[src/rtl/rv32i_types.sv]
// rv32i_types
// Shared types for the mp3 pipelined core: the decoded control word, the
// RVFI monitor sidecar, and the per-stage record carried by ctrl_word_pipe.
// No ports; imported with `import rv32i_types::*;`.
package rv32i_types;

  // Decoded instruction control produced by the decode stage (32 bits).
  typedef struct packed {
    logic [6:0] opcode;
    logic [2:0] aluop;
    logic [2:0] cmpop;
    logic [4:0] rd;
    logic [4:0] rs1;
    logic [4:0] rs2;
    logic       load_regfile;
    logic       mem_read;
    logic       mem_write;
    logic       branch;
  } rv32i_control_word;

  // Formal-monitor sidecar that rides along with each instruction.
  typedef struct packed {
    logic [31:0] inst;
    logic [31:0] pc_rdata;
    logic [31:0] pc_wdata;
    logic [31:0] rd_wdata;
  } RVFIMonPacket;

  // One pipeline stage worth of state.
  typedef struct packed {
    logic              valid;
    rv32i_control_word ctrl;
    RVFIMonPacket      rvfi;
  } pipe_stage_t;

  // Largest supported ctrl_word_pipe DEPTH.
  localparam int PIPE_MAX_DEPTH = 8;

endpackage

[src/rtl/ctrl_pipe_stage.sv]
// ctrl_pipe_stage
// One register stage of ctrl_word_pipe. On load it takes the incoming item's
// valid bit and, only if that item is live, its payload. While not loading it
// holds its payload and drops its valid bit if killed.
// Build option: RVFI_MON_EN -- when undefined the rvfi payload register is
// not built and q.rvfi is constant zero.
// Ports:
//   clk, rst  clock and synchronous active-high reset
//   load      take d this cycle (stage is empty or its item moves on)
//   kill      flush the item currently held
//   d         incoming stage record
//   q         registered stage record
module ctrl_pipe_stage
  import rv32i_types::*;
(
  input  logic        clk,
  input  logic        rst,
  input  logic        load,
  input  logic        kill,
  input  pipe_stage_t d,
  output pipe_stage_t q
);

  logic              valid_q;
  rv32i_control_word ctrl_q;
  RVFIMonPacket      rvfi_w;

  // NOTE: sequential state is always written with non-blocking assignments so
  // every stage samples its neighbour's pre-edge value.
  always_ff @(posedge clk) begin
    if (rst) begin
      valid_q <= 1'b0;
      // NOTE: payload registers are reset too, so out_ctrl reads zero after
      // reset rather than whatever was left in the pipe.
      ctrl_q  <= '0;
    end else if (load) begin
      valid_q <= d.valid;
      if (d.valid) ctrl_q <= d.ctrl;
    end else begin
      valid_q <= valid_q & ~kill;
    end
  end

`ifdef RVFI_MON_EN
  RVFIMonPacket rvfi_q;

  always_ff @(posedge clk) begin
    if (rst)                  rvfi_q <= '0;
    else if (load && d.valid) rvfi_q <= d.rvfi;
  end

  assign rvfi_w = rvfi_q;
`else
  // Monitor payload is discarded in this build.
  logic unused_rvfi;
  assign unused_rvfi = ^d.rvfi;
  assign rvfi_w      = '0;
`endif

  assign q = '{valid: valid_q, ctrl: ctrl_q, rvfi: rvfi_w};

endmodule

[src/rtl/ctrl_word_pipe.sv]
// ctrl_word_pipe
// Elastic DEPTH-stage pipeline carrying an rv32i_control_word plus its
// RVFIMonPacket from decode towards execute/memory/writeback. A stall at the
// output only backs up as far as the nearest bubble, so gaps close up.
// Build option: RVFI_MON_EN -- builds the rvfi payload registers and the
// retire counter; when undefined out_rvfi and retire_count are zero.
// Parameters: DEPTH (1..PIPE_MAX_DEPTH), CNT_W (retire counter width).
// Ports:
//   clk, rst               clock, synchronous active-high reset
//   in_valid/in_ready      upstream handshake into stage 0
//   in_ctrl/in_rvfi        upstream payload
//   out_valid/out_ready    downstream handshake from stage DEPTH-1
//   out_ctrl/out_rvfi      stage DEPTH-1 payload (shown even when not valid)
//   flush_mask             bit i kills the item held in stage i this cycle
//   occupancy              number of set stage valid bits (pre-flush)
//   retire_count           output handshakes since reset, wrapping
module ctrl_word_pipe
  import rv32i_types::*;
#(
  parameter int DEPTH = 3,
  parameter int CNT_W = 64
) (
  input  logic                         clk,
  input  logic                         rst,
  input  logic                         in_valid,
  output logic                         in_ready,
  input  rv32i_control_word            in_ctrl,
  input  RVFIMonPacket                 in_rvfi,
  output logic                         out_valid,
  input  logic                         out_ready,
  output rv32i_control_word            out_ctrl,
  output RVFIMonPacket                 out_rvfi,
  input  logic [DEPTH-1:0]             flush_mask,
  output logic [$clog2(DEPTH+1)-1:0]   occupancy,
  output logic [CNT_W-1:0]             retire_count
);

  localparam int OCC_W = $clog2(DEPTH + 1);

  pipe_stage_t      stage_d [DEPTH];
  pipe_stage_t      stage_q [DEPTH];
  logic [DEPTH-1:0] valid;
  logic [DEPTH-1:0] veff;
  logic [DEPTH-1:0] rdy;

  // A flushed item is invisible to the ready chain and the output.
  assign veff = valid & ~flush_mask;

  for (genvar i = 0; i < DEPTH; i++) begin : g_stage
    if (i == 0) begin : g_head
      assign stage_d[i] = '{valid: in_valid, ctrl: in_ctrl, rvfi: in_rvfi};
    end else begin : g_body
      assign stage_d[i] = '{valid: veff[i-1],
                            ctrl:  stage_q[i-1].ctrl,
                            rvfi:  stage_q[i-1].rvfi};
    end

    // Stage i can load when any stage from i to the output holds a bubble,
    // or the output is draining: the unrolled form of
    // rdy[i] = ~veff[i] | rdy[i+1].
    assign rdy[i] = out_ready | ~(&veff[DEPTH-1:i]);

    ctrl_pipe_stage u_stage (
      .clk  (clk),
      .rst  (rst),
      .load (rdy[i]),
      .kill (flush_mask[i]),
      .d    (stage_d[i]),
      .q    (stage_q[i])
    );

    assign valid[i] = stage_q[i].valid;
  end

  assign in_ready  = rdy[0];
  assign out_valid = veff[DEPTH-1];
  assign out_ctrl  = stage_q[DEPTH-1].ctrl;
  // Constant zero when the monitor registers are not built.
  assign out_rvfi  = stage_q[DEPTH-1].rvfi;

  // Occupancy counts raw valid bits, so a stage being flushed this cycle
  // still counts until the edge clears it.
  logic [OCC_W-1:0] occ_sum;
  always_comb begin
    // NOTE: assigning a default before the loop keeps this purely
    // combinational; no path leaves occ_sum unassigned, so no latch.
    occ_sum = '0;
    for (int i = 0; i < DEPTH; i++) occ_sum = occ_sum + OCC_W'(valid[i]);
  end
  assign occupancy = occ_sum;

`ifdef RVFI_MON_EN
  logic [CNT_W-1:0] retire_d;
  logic [CNT_W-1:0] retire_q;

  assign retire_d = (out_valid && out_ready) ? retire_q + CNT_W'(1) : retire_q;

  always_ff @(posedge clk) begin
    if (rst) retire_q <= '0;
    else     retire_q <= retire_d;
  end

  assign retire_count = retire_q;
`else
  assign retire_count = '0;
`endif

endmodule

[config.mk]
export PLATFORM = sky130hd
export DESIGN_NAME = ctrl_word_pipe
export DESIGN_NICKNAME = d
export VERILOG_FILES = /design/src/rtl/rv32i_types.sv /design/src/rtl/ctrl_pipe_stage.sv /design/src/rtl/ctrl_word_pipe.sv
export SDC_FILE = /design/constraint.sdc
export NUM_CORES = 1
export LEC_CHECK = 0
export BUFFER_PORTS_ARGS = -buffer_cell sky130_fd_sc_hd__buf_2
export CAP_MARGIN = 20
export CORE_AREA = 2 2 152 154
export CTS_CLUSTER_SIZE = 8
export DETAILED_ROUTE_END_ITERATION = 8
export DIE_AREA = 0 0 154 156
export PLACE_DENSITY = 0.55
export SYNTH_ARGS = -nofsm -noshare
export SYNTH_HDL_FRONTEND = slang
export SYNTH_SLANG_ARGS = --single-unit
[constraint.sdc]
create_clock -name clk -period 3.5 [get_ports clk]
set_input_delay 0.175 -clock clk [delete_from_list [all_inputs] [get_ports clk]]
set_output_delay 0.175 -clock clk [all_outputs]
set_load 0.05 [all_outputs]
==> run_results.csv, run 1 <==
group,metric,value,unit
cts,cts_buffers,9,
cts,clk_latency,350,ps
cts,h-tree-depth,3,
yosys,syn_inst,598,
global_route,antenna_found_initial,2,
die,initial_utilization,0.244,
sta,relSlewSlack,0.445,
power_and_ir_drop,combinationalPowerShare,0.205,
power_and_ir_drop,ir_drop,0.000276,V
critical_path,criticalPathCategory,"register to primary output",
critical_path,cp_data_required_time,3320,ps
critical_path,startpoint_type,"register",
global_route,grt.overflow.total,0,
critical_path,cp.arrival,1930,ps
power_and_ir_drop,p_clk_frac,0.398,
yosys,avgSynthCellArea,9.14,um2
cts,cts_root_buffer,"clkbuf_16",
placed_design,gp_routability_congestion,0.686,
critical_path,setup.worst_path.start,"g_stage[2].u_stage.valid_q",
drt,num_vias,3453,
sta,fin_skew,8.05,ps
die,core-area,0.0224,mm2
critical_path,worstPathCellList,"nor3b_4 -> buf_4 -> nand3_1 -> buf_2",
sta,setup_viol,0,
placed_design,port-buffer-count,74,
drt,drtIter0Drc,75,
yosys,synth_seq_cells,99,
die,die_h,156,um
critical_path,path_max_fanout,34,
die,rows,55,
sta,period_share,0.603,
critical_path,rrSetupSlack,1660,ps
min_path,holdPathEnd,"g_stage[0].u_stage.q[130]",
power_and_ir_drop,p_leak,2.60,nW
final_layout,drive_gt1_frac,0.156,
global_route,first_global_vias,3031,
cts,tritoncts,"done",
sta,period_minus_slack,2110,ps
cts,post_cts_resize_count,0,
die,num_io_pins,395,
power_and_ir_drop,internal-power,1.95,mW
power_and_ir_drop,p_sw_frac,0.336,
die,die_x,154,um
drt,drc,0,
drt,post_drt_wl_per_cell,11.6,um
final_layout,fin_nets,824,
yosys,synth_area,0.00546,mm2
yosys,synthDistinctLibCells,22,
critical_path,reg2reg_depth,4,
final_layout,area_growth_syn_to_layout,5.22,%
cts,clock_path_buffers,2,
yosys,synth_warnings,0,
final_layout,fillCellCount,2402,
drt,drt-pass1-iter-count,4,
min_path,worst_hold_path.num_cells,3,
cts,cts_hold_buf,0,
critical_path,crit_path_top_delay_cell,"buf_4",
critical_path,slowest_delay,440,ps
drt,ant_nets,0,
global_route,grt_max_degree,132,
power_and_ir_drop,seqPwrFrac,0.397,
sta,rsz0062_at_grt,"no",
global_route,track_usage,0.0889,
critical_path,worst_r2r_endpoint,"g_stage[1].u_stage.q[143]",
sta,fmax,0.474,GHz
sta,worst_slack,1390,ps
critical_path,r2r_start,"g_stage[0].u_stage.valid_q",
drt,drt-total-wl,11.0,mm
final_layout,seq_area,0.00198,mm2
sta,finalMaxSlewViolations,0,
sta,worst_pin_slew,833,ps
cts,clkSlewWorstSetupHoldPaths,70,ps
global_route,grt_pass1_wl,16.6,mm
drt,via_per_inst,3.64,
power_and_ir_drop,power_density,510,mW/mm2
yosys,ys_seq_area_frac,0.363,
power_and_ir_drop,p_switching,0.987,mW
cts,cts.sinks,99,
die,die_area,0.0240,mm2
placed_design,post-place-ws,1590,ps
final_layout,multi_input_area,0.00260,mm2
placed_design,hpwl,7.18,mm
min_path,hp-class,"primary input to register",
sta,fin_setup_tns,0,ps
outcome,run_status,"complete, no violations",
sta,hold_viol,0,
cts,cts_setup_buffers,0,
critical_path,endpoint_kind,"primary output",
job,cap_viol_max_count,0,
min_path,min-delay-start,"in_ctrl[2]",
worst max-delay path, delay by kind of cell, from the launching register on:
family	cells	cell delay (ps)
buffers and inverters	2	700
and+or+nand+nor	2	510
DFF	1	380
flip-flops by register name, summed over array words and instances, names as in the netlist:
register,count
g_stage.u_stage.q,96
g_stage.u_stage.valid_q,3
power by group through the flow:
| stage | Clock (mW) | Combinational (mW) | Sequential (mW) |
|---|---|---|---|
| 3_3_place_gp | 0 | 0.596 | 1.19 |
| 3_5_place_dp | 0 | 0.597 | 1.19 |
| 2_1_floorplan | 0 | 0.720 | 1.19 |
| 5_1_grt | 1.24 | 0.630 | 1.17 |
| 6_report | 1.17 | 0.601 | 1.16 |
| 4_1_cts | 1.21 | 0.597 | 1.16 |
per-stage QoR:
stage               cell area (um2)  power, mW  instances  utilization  hold slack [ps]
floorplan                      6180       1.91        789            -              331
global placement               5360       1.79        929        0.240              442
detailed placement             5360       1.79        929        0.240              447
CTS                            5720       2.97        945        0.256             69.4
global route                   5750       3.04        948        0.257             84.8
finish                         5750       2.93        948        0.257             87.1
cell usage in the layout (no fill, tap or decap), types with 2 or more instances in the layout:
| cell | instances |
|---|---|
| conb_1 | 192 |
| dfxtp_1 | 99 |
| nand2b_1 | 97 |
| buf_2 | 73 |
| mux2i_1 | 64 |
| a21oi_1 | 35 |
| nand3_1 | 33 |
| o21ai_0 | 32 |
| clkbuf_16 | 9 |
| buf_4 | 8 |
| bufinv_16 | 3 |
| clkinvlp_4 | 3 |
| diode_2 | 2 |
final cells by class:
| cell class | count | share of cell area |
|---|---|---|
| Antenna cell | 2 | 0.000871 |
| Clock buffer | 10 | 0.0416 |
| Clock inverter | 6 | 0.0196 |
| Inverter | 1 | 0.000653 |
| Multi-Input combinational cell | 463 | 0.452 |
| Sequential cell | 99 | 0.345 |
| Tap cell | 285 | 0.0620 |
| Timing Repair Buffer | 82 | 0.0788 |
logic make-up (layout without fill, tap and decap cells):
logic type,Yosys count,count (layout),share of synthesized area
AO/OA/AOI/OAI,70,70,0.0689
AND/OR/NAND/NOR,136,136,0.151
adder cells (fa/ha/maj),1,1,0.00366
multiplexers,64,64,0.117
buffers and inverters,227,99,0.296
other,1,194,0.000686
flip-flops,99,99,0.363
per-layer routing:
metal / track usage / part of all wire / vias up
li1: - / - / 1681
met3: 0.0244 / 0.067 / 11
met4: 0.0427 / 0.017 / 0
met5: 0 / 0 / -
met1: 0.108 / 0.44 / 1590
met2: 0.146 / 0.48 / 171
synthesized netlist by cell type:
master	number	share of area
o21ai_0	32	0.029
mux2i_1	64	0.12
o21ai_2	1	0.0016
nor2_1	1	0.00069
a21boi_2	1	0.0021
nand3_1	33	0.030
inv_1	1	0.00069
nand2b_1	97	0.11
clkbuf_1	17	0.012
buf_4	194	0.27
a21oi_1	35	0.032
a31oi_4	1	0.0039
and2b_1	1	0.0014
conb_1	1	0.00069
nor2b_1	2	0.0023
buf_6	4	0.0082
or3b_1	1	0.0016
buf_2	5	0.0046
dfxtp_1	99	0.36
fa_1	1	0.0037
buf_1	6	0.0041
nor3b_4	1	0.0034
how the worst max path moves through the flow:
stage	endpoint
final	in_ready
after global routing	in_ready
after CTS	in_ready
after detailed placement	g_stage[1].u_stage.q[150]
after global placement	g_stage[1].u_stage.q[142]
after floorplan	g_stage[0].u_stage.valid_q
(Power assumes the default switching activity.)
==> run 2: changes to the inputs <==
ABC_AREA = 1   (was default)
CORE_AREA = 2 2 154 156   (was 2 2 152 154)
DIE_AREA = 0 0 156 158   (was 0 0 154 156)
PLACE_DENSITY = 0.54   (was 0.55)
clock period = 2.1 ns   (was 3.5 ns; I/O delays follow)
==> run_results.csv, run 2 <==
group,metric,value,unit
placed_design,port-buffer-count,74,
final_layout,mostFrequentLayoutCells,"192 x conb_1, 163 x nor2_1, 99 x nand2_1, 99 x dfxtp_1, 74 x buf_2",
final_layout,area_growth_syn_to_layout,4.24,%
cts,cts_hold_buf,0,
die,rows,56,
drt,post_drt_wl_per_cell,8.93,um
yosys,ys_seq_area_frac,0.365,
critical_path,cp_data_required_time,2000,ps
yosys,syn_inst,768,
yosys,yosysMostFrequentCell,"buf_4",
global_route,antenna_found_initial,1,
yosys,synth_top_area_cell,"dfxtp_1",
global_route,grt.overflow.total,0,
yosys,async_flop_share,0,
drt,drt-total-wl,9.97,mm
cts,post_cts_resize_count,0,
die,num_io_pins,395,
yosys,synth_top_area_frac,0.365,
drt,drc,0,
sta,fin_setup_tns,0,ps
die,initial_utilization,0.235,
sta,period_share,0.768,
drt,via_per_inst,3.36,
yosys,synth_seq_cells,99,
yosys,synthDistinctLibCells,18,
sta,finalMaxSlewViolations,0,
power_and_ir_drop,ir_drop,0.000344,V
sta,worst_pin_slew,552,ps
sta,setup_viol,0,
final_layout,largest_register_ffs,96,
cts,clk_latency,330,ps
final_layout,final_cells,1117,
sta,relSlewSlack,0.632,
yosys,synth_area,0.00543,mm2
power_and_ir_drop,p_leak,2.95,nW
final_layout,post-route-util,0.245,
drt,drt-pass1-iter-count,5,
global_route,first_global_vias,3022,
sta,hold_viol,0,
drt,num_vias,3750,
yosys,synth_warnings,0,
critical_path,rrSetupSlack,730,ps
sta,holdWs,17.9,ps
cts,cts_setup_buffers,0,
placed_design,gp_routability_congestion,0.720,
yosys,avgSynthCellArea,7.07,um2
yosys,synthFlopType,"dfxtp_1",
yosys,synth-edff-count,0,
final_layout,fin_nets,990,
critical_path,path_max_fanout,66,
cts,clock_path_buffers,2,
job,cap_viol_max_count,0,
cts,cts_root_buffer,"clkbuf_16",
drt,drtIter0Drc,166,
sta,fmax,0.620,GHz
critical_path,endpoint_kind,"primary output",
die,die_h,158,um
critical_path,cp.arrival,1510,ps
die,die_x,156,um
die,core-area,0.0231,mm2
die,die_area,0.0246,mm2
cts,tritoncts,"done",
cts,h-tree-depth,3,
final_layout,fillCellCount,2618,
placed_design,hpwl,7.48,mm
global_route,grt_max_degree,67,
final_layout,final_common_cell,"conb_1",
power_and_ir_drop,finalPower,4.93,mW
final_layout,drive_gt1_frac,0.128,
yosys,synth_area_leaders,"dfxtp_1 37%, buf_4 27%, nor2_1 11%",
global_route,track_usage,0.0779,
outcome,run_status,"complete, no violations",
yosys,netlist_top_cells_count,"193 x buf_4, 163 x nor2_1, 99 x dfxtp_1, 99 x nand2_1, 68 x inv_1",
power_and_ir_drop,power_density,872,mW/mm2
drt,ant_nets,0,
min_path,hp-class,"primary input to register",
global_route,grt_pass1_wl,15.4,mm
cts,cts_buffers,9,
cts,clkSlewWorstSetupHoldPaths,60,ps
critical_path,startpoint_type,"register",
sta,rsz0062_at_grt,"no",
cts,cts.sinks,99,
sta,period_minus_slack,1610,ps
sta,fin_skew,3.98,ps
critical_path,criticalPathCategory,"register to primary output",
placed_design,place_inst,1101,
final_layout,n_antenna_cell,0,
==> run 2: cell count changes in the layout (fill, tap and decap cells not counted), sizes merged, moves of 2 or more <==
cell	previous run	this run
clkbuf	10	12
clkinvlp	3	1
buf	82	80
nand2	0	99
diode	2	0
nor2b	2	0
nand2b	97	0
inv	1	74
nor2	1	166
mux2i	64	0
==> run 2: final timing paths <==
kind         cells after the start                    endpoint                  startpoint
max                              5                    in_ready  g_stage[1].u_stage.valid_q
min                              2  g_stage[0].u_stage.valid_q                         rst
min reg2reg                      2   g_stage[1].u_stage.q[152]   g_stage[1].u_stage.q[152]
max reg2reg                      6   g_stage[2].u_stage.q[144]  g_stage[1].u_stage.valid_q
==> run 2: per-layer routing <==
metal / share of wire / global-route usage / wire [um] / up-vias
met4: 0.017 / 0.0354 / 173 / 0
met2: 0.38 / 0.105 / 3780 / 183
met5: 0 / 0 / 0 / -
met1: 0.54 / 0.120 / 5370 / 1520
met3: 0.065 / 0.0109 / 645 / 12
li1: - / - / - / 2035
==> run 2: cell families (layout without fill, tap and decap cells) <==
| group | after synthesis | count (layout) | synth area share |
|---|---|---|---|
| AOI/OAI and AO/OA | 66 | 66 | 0.0609 |
| adders and majority gates | 1 | 1 | 0.00369 |
| other | 1 | 192 | 0.000691 |
| buffers and inverters | 302 | 170 | 0.353 |
| and+or+nand+nor | 299 | 299 | 0.217 |
| DFF | 99 | 99 | 0.365 |
==> run 2: report_power, final <==
part / total, mW / internal [mW] / leakage, nW / switching (mW)
Clock: 1.78 / 1.11 / 0.159 / 0.671
Sequential: 2.01 / 1.97 / 0.811 / 0.0425
Combinational: 1.15 / 0.143 / 1.98 / 1.00
Total: 4.93 / 3.22 / 2.95 / 1.72
==> run 2: area by class of cell <==
type	instances	area, um2	share of cell area
sequential	99	1980	0.350
clock inverter	4	72.6	0.0128
tap	290	363	0.0641
clock buffer	12	256	0.0453
multi-input combinational	558	2250	0.398
inverter	74	278	0.0491
timing repair buffer	80	453	0.0801
==> run 2: critical path, cell delays in order, from the launching register on <==
cell	delay (ps)
dfxtp_1	320
nand2_1	130
inv_2	60
nand3_2	90
buf_12	250
buf_2	320
==> run 2: metrics by stage <==
step | setup WS, ps | cell area (um2)
global placement | 729 | 5330
floorplan | 833 | 6140
detailed placement | 695 | 5330
CTS | 452 | 5660
finish | 486 | 5660
global route | 364 | 5660
==> run 3: changes to the inputs <==
ABC_AREA = 0   (was 1)
CORE_AREA = 2 2 153 155   (was 2 2 154 156)
DIE_AREA = 0 0 155 157   (was 0 0 156 158)
PLACE_DENSITY = 0.56   (was 0.54)
clock period = 1.31 ns   (was 2.1 ns; I/O delays follow)
==> run_results.csv, run 3 (synthesis gave the netlist of run 1 again) <==
group,metric,value,unit
final_layout,area_growth_syn_to_layout,26.3,%
critical_path,rrSetupSlack,-200,ps
critical_path,setup.worst_path.start,"g_stage[2].u_stage.valid_q",
sta,setup_viol,96,
global_route,top_usage_layer,"met2",
cts,cts_buffers,9,
sta,period_share,1.18,
die,rows,55,
placed_design,port-buffer-count,74,
placed_design,place_area,0.00556,mm2
drt,via_per_inst,3.66,
final_layout,largest_register_ffs,96,
power_and_ir_drop,p_leak,3.08,nW
sta,worst_slack,-231,ps
outcome,run_status,"finished with violations",
die,die_area,0.0243,mm2
critical_path,path_max_fanout,2,
sta,fmax,0.649,GHz
die,die_h,157,um
final_layout,fin_area,0.00690,mm2
critical_path,criticalPathCategory,"register to primary output",
cts,cts_root_buffer,"clkbuf_16",
final_layout,post-route-util,0.307,
global_route,grtUsageMet2,0.162,
sta,period_minus_slack,1540,ps
critical_path,r2r_start,"g_stage[2].u_stage.valid_q",
drt,ant_nets,0,
drt,post_drt_wl_per_cell,12.4,um
critical_path,crit_end,"occupancy[0]",
final_layout,mostFrequentLayoutCells,"192 x conb_1, 97 x nand2b_1, 96 x dfxtp_1",
global_route,track_usage,0.0948,
die,initial_utilization,0.243,
global_route,grt.overflow.total,0,
global_route,grtUsageMet3,0.0270,
critical_path,cp.arrival,1480,ps
cts,clkSlewWorstSetupHoldPaths,70,ps
final_layout,drive_gt1_frac,0.259,
critical_path,startpoint_type,"register",
cts,clock_path_buffers,2,
sta,finalMaxSlewViolations,0,
power_and_ir_drop,power_density,1090,mW/mm2
critical_path,cp_data_required_time,1240,ps
power_and_ir_drop,ir_drop,0.000580,V
drt,num_vias,3744,
sta,fin_setup_tns,-12550,ps
drt,drt-total-wl,12.7,mm
die,core-area,0.0225,mm2
global_route,grt_max_degree,85,
sta,fin_skew,4.84,ps
sta,holdWs,33.3,ps
cts,tritoncts,"done",
final_layout,n_antenna_cell,0,
critical_path,endpoint_kind,"primary output",
cts,h-tree-depth,3,
drt,drc,0,
die,die_x,155,um
global_route,antenna_found_initial,0,
drt,drtIter0Drc,80,
min_path,hp-class,"primary input to register",
final_layout,final_common_cell,"conb_1",
job,cap_viol_max_count,0,
sta,rsz0062_at_grt,"yes",
placed_design,gp_routability_congestion,0.699,
placed_design,hpwl,7.75,mm
global_route,first_global_vias,3289,
global_route,grt_pass1_wl,17.6,mm
critical_path,reg2reg_depth,7,
die,num_io_pins,395,
final_layout,fin_nets,900,
cts,clk_latency,350,ps
outcome,violations,"setup timing",
drt,drt-pass1-iter-count,4,
critical_path,worst_r2r_endpoint,"g_stage[0].u_stage.q[142]",
global_route,grtUsageMet1,0.115,
cts,cts.sinks,99,
sta,hold_viol,0,
==> run 3: changes by cell type in the layout (fill, tap and decap cells not counted), moves of 9 or more <==
| cell | before | now |
|---|---|---|
| inv_1 | 67 | 1 |
| nor2_1 | 163 | 1 |
| buf_4 | 3 | 12 |
| dlygate4sd3_1 | 0 | 32 |
| nand2b_1 | 0 | 97 |
| nand2_1 | 99 | 0 |
| buf_6 | 0 | 24 |
| o21ai_2 | 0 | 12 |
| mux2i_1 | 0 | 64 |
| nand3_2 | 1 | 16 |
| nand3_1 | 33 | 16 |
==> run 3: what timing repair did <==
item | in CTS | in global routing
gates cloned | 5 | 6
buffers inserted | 14 | 9
hold endpoints to repair | 30 | 2
hold buffers | 30 | 2
resized for setup | 38 | 80
setup endpoints to repair | 89 | 99
pin swaps | 2 | 24
==> run 3: how the worst min path moves through the flow <==
| stage | from | to | slack, ps | cells after the start |
|---|---|---|---|---|
| 2_1_floorplan | in_ctrl[25] | g_stage[0].u_stage.q[153] | 220 | 2 |
| 3_3_place_gp | in_ctrl[20] | g_stage[0].u_stage.q[148] | 330 | 3 |
| 3_5_place_dp | in_ctrl[19] | g_stage[0].u_stage.q[147] | 330 | 3 |
| 4_1_cts | in_ctrl[25] | g_stage[0].u_stage.q[153] | 3 | 3 |
| 5_1_grt | in_valid | g_stage[0].u_stage.valid_q | 30 | 3 |
| 6_report | in_valid | g_stage[0].u_stage.valid_q | 30 | 3 |
==> run 3: power breakdown <==
part	leakage, nW	switching, mW	internal, mW	total (mW)
logic	2.13	1.47	0.354	1.82
clock network	0.143	1.23	1.37	2.60
registers	0.806	0.0265	3.09	3.12
total	3.08	2.72	4.82	7.54
==> run 3: metrics by stage <==
stage          total power, mW  cells  setup WS (ps)
3_5_place_dp              4.82    945           -101
2_1_floorplan             5.11    789          -12.9
6_report                  7.54   1022           -231
3_3_place_gp              4.81    945          -80.7
4_1_cts                   7.61   1010           -250
5_1_grt                   7.84   1022           -264
==> run 3: worst max-delay path, stage by stage (launching register included) <==
cell     delay [ps]
dfxtp_2         330
buf_6           110
fa_1            530
buf_12          150
==> run 3: per-layer routing <==
metal  up-vias  wire length [um]  part of all wire
met5         -                 0                 0
met4         0               168             0.013
met3        10               784             0.062
met2       178              6320              0.50
met1      1708              5440              0.43
li1       1848                 -                 -
==> run 3: layout make-up <==
cell class	instances	area (um2)
Fill cell	2313	15600
Multi-Input combinational cell	463	2790
Sequential cell	99	1990
Timing Repair Buffer	158	1470
Tap cell	285	357
Clock buffer	10	239
Clock inverter	6	55.1
Inverter	1	3.75
